File: src/rtl/spi_slave_if.sv
// spi_slave_if: mode-0 SPI slave decoding command/data frames into register file reads and writes
module spi_slave_if #(
  parameter int SYNC_STAGES = 2,
  parameter int DATA_W = 16
) (
  input  logic              clk,
  input  logic              rst,
  input  logic              i_sclk,
  input  logic              i_cs_n,
  input  logic              i_mosi,
  output logic              o_miso,
  output logic              o_miso_oe,
  output logic [DATA_W-1:0] o_addr,
  output logic [DATA_W-1:0] o_wdata,
  output logic              o_wr,
  input  logic [DATA_W-1:0] i_rdata,
  output logic              o_frame_err
);
  localparam int CW = $clog2(2 * DATA_W);
  typedef enum logic [1:0] {IDLE, CMD, DATA, DONE} state_t;
  state_t state_q;
  logic [SYNC_STAGES-1:0] sclk_s_q, cs_s_q, mosi_s_q;
  logic sclk_dly_q, cs_dly_q;
  logic [DATA_W-2:0] rx_q, tx_q;
  logic [CW-1:0] cnt_q;
  logic wr_flag_q, miso_q;
  logic sclk, cs_n, mosi, rise, fall, cs_rise, cs_fall, last_cmd, last_data;
  assign sclk = sclk_s_q[SYNC_STAGES-1];
  assign cs_n = cs_s_q[SYNC_STAGES-1];
  assign mosi = mosi_s_q[SYNC_STAGES-1];
  assign rise = sclk & ~sclk_dly_q;
  assign fall = ~sclk & sclk_dly_q;
  assign cs_rise = cs_n & ~cs_dly_q;
  assign cs_fall = ~cs_n & cs_dly_q;
  assign last_cmd = rise && cnt_q == CW'(DATA_W - 1);
  assign last_data = rise && cnt_q == CW'(2 * DATA_W - 1);
  assign o_miso_oe = ~cs_n;
  assign o_miso = miso_q & ~cs_n;
  always_ff @(posedge clk) begin
    if (rst) begin
      sclk_s_q <= '0;
      cs_s_q <= '1;
      mosi_s_q <= '0;
      sclk_dly_q <= 1'b0;
      cs_dly_q <= 1'b1;
    end else begin
      sclk_s_q <= {sclk_s_q[SYNC_STAGES-2:0], i_sclk};
      cs_s_q <= {cs_s_q[SYNC_STAGES-2:0], i_cs_n};
      mosi_s_q <= {mosi_s_q[SYNC_STAGES-2:0], i_mosi};
      sclk_dly_q <= sclk;
      cs_dly_q <= cs_n;
    end
  end
  always_ff @(posedge clk) begin
    if (rst) begin
      state_q <= IDLE;
      rx_q <= '0;
      tx_q <= '0;
      cnt_q <= '0;
      wr_flag_q <= 1'b0;
      miso_q <= 1'b0;
      o_addr <= '0;
      o_wdata <= '0;
      o_wr <= 1'b0;
      o_frame_err <= 1'b0;
    end else begin
      o_wr <= 1'b0;
      o_frame_err <= 1'b0;
      case (state_q)
        IDLE: if (cs_fall) begin
          cnt_q <= '0;
          rx_q <= '0;
          miso_q <= 1'b0;
          state_q <= CMD;
        end
        CMD: if (cs_rise) begin
          o_frame_err <= 1'b1;
          state_q <= IDLE;
        end else if (rise) begin
          rx_q <= {rx_q[DATA_W-3:0], mosi};
          cnt_q <= cnt_q + 1'b1;
          if (last_cmd) begin
            o_addr <= {1'b0, rx_q[DATA_W-3:0], mosi};
            wr_flag_q <= rx_q[DATA_W-2];
            state_q <= DATA;
          end
        end
        DATA: if (last_data) begin
          if (wr_flag_q) begin
            o_wdata <= {rx_q, mosi};
            o_wr <= 1'b1;
          end
          state_q <= cs_rise ? IDLE : DONE;
        end else if (cs_rise) begin
          o_frame_err <= 1'b1;
          state_q <= IDLE;
        end else begin
          if (rise) begin
            rx_q <= {rx_q[DATA_W-3:0], mosi};
            cnt_q <= cnt_q + 1'b1;
          end
          if (fall && !wr_flag_q) begin
            if (cnt_q == CW'(DATA_W)) begin
              tx_q <= i_rdata[DATA_W-2:0];
              miso_q <= i_rdata[DATA_W-1];
            end else begin
              tx_q <= {tx_q[DATA_W-3:0], 1'b0};
              miso_q <= tx_q[DATA_W-2];
            end
          end
        end
        DONE: if (cs_rise) state_q <= IDLE;
        default: state_q <= IDLE;
      endcase
    end
  end
endmodule

File: config.mk
export PLATFORM = sky130hd
export DESIGN_NAME = spi_slave_if
export DESIGN_NICKNAME = d
export VERILOG_FILES = /design/src/rtl/spi_slave_if.sv
export SDC_FILE = /design/constraint.sdc
export NUM_CORES = 1
export LEC_CHECK = 0
export ABC_AREA = 0
export CAP_MARGIN = 10
export CORE_MARGIN = 4
export CORE_UTILIZATION = 25
export CTS_BUF_LIST = sky130_fd_sc_hd__clkbuf_16
export CTS_CLUSTER_SIZE = 8
export DETAILED_ROUTE_END_ITERATION = 8
export SLEW_MARGIN = 40
export SYNTH_ARGS = -nofsm -noshare
export SYNTH_HDL_FRONTEND = slang
export SYNTH_SLANG_ARGS = --single-unit
File: constraint.sdc
create_clock -name clk -period 2.9 [get_ports clk]
set_input_delay 0.29 -clock clk [delete_from_list [all_inputs] [get_ports clk]]
set_output_delay 0.29 -clock clk [all_outputs]
set_load 0.01 [all_outputs]
==> metrics.txt <==
# setup viols final 0; Die Width 121 um; Synth Flop Type dfxtp_1; syn_nets 379; clk slew on worst S/H paths 60 ps; setup bufs post-CTS 0; Seq cells post-synth 80; mean post-synth cell area 9.18 sq um; layout cells sized above 1 0.0823; initial DRC count 130; antenna violations before repair 0; Clock power frac 0.486; sw power 534 uW; Post-CTS Resized 0; CTS Root Cell clkbuf_16; Bufs on Longest Clock Path 2; area growth from synthesis to layout 33.0%; Switching Share 0.217; PwrDens 580 nW/um^2; CP startpoint kind register; CP Data Required Time 3170 ps; worst slew pin tran 719 ps; first-pass GRT wire length 12.2 mm; Min Hold Slack 371 ps; RR Startpoint cnt_q[0]; status finished clean; RSZ-0062 raised after global routing no; Max transition margin 0.520; total negative slack 0 ps; min cycle time layout 2400 ps; Core ar. 12600 sq um; routed vias 2558; number of diodes 0; area leader, netlist dfxtp_1; Comb pwr share 0.061; P_leak 0.00140 uW; clk sink count 80; Via-to-Cell Ratio 4.46; crit path kind register to register; worst clock skew 7.36 ps; sequential area share after synthesis 0.502; grt total ovfl 0; Sequential Power Share 0.453; dpl ws 523 ps; vias in the first global route 2455; Post-CTS Hold Buffers 0; GRT Total Usage 0.105; Tcrit/Tclk final 0.828; worst setup path startpoint cnt_q[0]; number of synthesized flops with an enable pin 0; Die Ht 121 um; hpwl dp 5.12 mm; Synth top area share 0.502; post-synth cell types 43; io pins 57; fin nets 427; smallest setup slack after layout 498 ps; H-tree Lvls 3; synth cell count leaders 80 x dfxtp_1, 70 x nand2_1, 40 x a21oi_1; Fin. Hold Viols 0; critical path peak fanout 17; Cells after Synth 348; Synth warnings 0; antenna viol nets, final 0; hold_sp rst; f_max 416 MHz; largest net degree at the start of global routing 43; DRC viols 0; TritonCTS clock tree built; CP endpoint kind register; gpl congestion 0.823; drt wl/cell 13.0 um; Clock Latency Late Sink 330 ps; worst hold path type primary input to register; critical path arrival 2670 ps; maximum vdd drop 0.228 mV; CTS buffer count 9; max cap viols 0; Initial Util 0.254; ranking of synthesized cells by area dfxtp_1 50%, nand2_1 8.2%, a21oi_1 6.3%; Cell Area, Synth 3190 sq um; final max-slew violation count 0; die area 14600 sq um; WL final 7.44 mm; ys async rst share 0; Rows 41; IO Port Bufs 55; Int Power 1930 uW; Pre-antenna DRT Iters 4; most common cell in the netlist dfxtp_1
worst max-delay path, cell delays in order (launching register included):
cell	delay (ps)
dfxtp_1	340
ha_1	230
and3_1	200
ha_1	190
and4b_1	250
a211o_4	360
nor3_4	550
a22o_1	230
power by group through the flow:
stage | sequential, uW | clock [uW] | combinational (uW)
after floorplan | 1140 | 0 | 95.4
after global placement | 1140 | 0 | 142
after detailed placement | 1140 | 0 | 145
after CTS | 1110 | 1230 | 145
after global routing | 1120 | 1270 | 166
final | 1110 | 1200 | 150
cells by family (layout without fill, tap and decap cells):
group / count (synthesis) / in the layout / synth area share
AOI/OAI and AO/OA: 88 / 88 / 0.184
other: 1 / 1 / 0.00117
adders and majority gates: 10 / 10 / 0.0392
muxes: 15 / 15 / 0.0470
and+or+nand+nor: 123 / 123 / 0.183
DFF: 80 / 80 / 0.502
buffers and inverters: 31 / 84 / 0.0435
final cells by class:
type	instances	area, sq um
fill	1302	8320
multi-input combinational	237	1480
clock inverter	7	96.3
sequential	80	1600
inverter	8	30.0
timing repair buffer	60	603
clock buffer	9	225
tap	172	215
per-stage QoR:
step	util	total power, uW	std cells	area, sq um
4_1_cts	0.336	2490	572	4220
5_1_grt	0.338	2550	573	4250
3_3_place_gp	0.310	1280	556	3900
6_report	0.338	2460	573	4250
2_1_floorplan	-	1230	348	3190
3_5_place_dp	0.310	1280	556	3900
per-layer routing:
| metal | vias to the layer above | part of all wire | GRT usage |
|---|---|---|---|
| met4 | 0 | 0.015 | 0.0446 |
| met3 | 11 | 0.037 | 0.0270 |
| met1 | 1191 | 0.48 | 0.139 |
| li1 | 1304 | - | - |
| met2 | 52 | 0.47 | 0.163 |
| met5 | - | 0 | 0 |
sequential cells by signal, indices dropped and copies added (netlist names):
register,count
cnt_q,5
cs_dly_q,1
cs_s_q,2
miso_q,1
mosi_s_q,2
o_addr,15
o_frame_err,1
o_wdata,16
o_wr,1
rx_q,15
sclk_dly_q,1
sclk_s_q,2
state_q,2
tx_q,15
wr_flag_q,1
final timing paths:
kind,slack (ps),endpoint,depth (start not counted)
worst max-delay path,500,rx_q[2],7
worst min-delay path,370,o_wr,2
worst max register to register,500,rx_q[2],7
worst min register to register,410,cs_s_q[1],1
cells in the final DEF, fill, tap and decap left out, drive strengths merged, types with 2 or more instances in the layout:
| master | instances |
|---|---|
| nand3 | 3 |
| clkinvlp | 2 |
| o31a | 2 |
| ha | 10 |
| and3 | 2 |
| nor4 | 2 |
| a21oi | 41 |
| nor2 | 15 |
| nand2b | 5 |
| or2 | 4 |
| nor3 | 5 |
| nand2 | 70 |
| clkbuf | 9 |
| mux2i | 15 |
| a211oi | 16 |
| dfxtp | 80 |
| o21ai | 5 |
| inv | 10 |
| bufinv | 2 |
| a22o | 17 |
| buf | 6 |
| nor2b | 8 |
| clkdlybuf4s50 | 54 |
No activity file was read; power rests on OpenSTA's default activity.
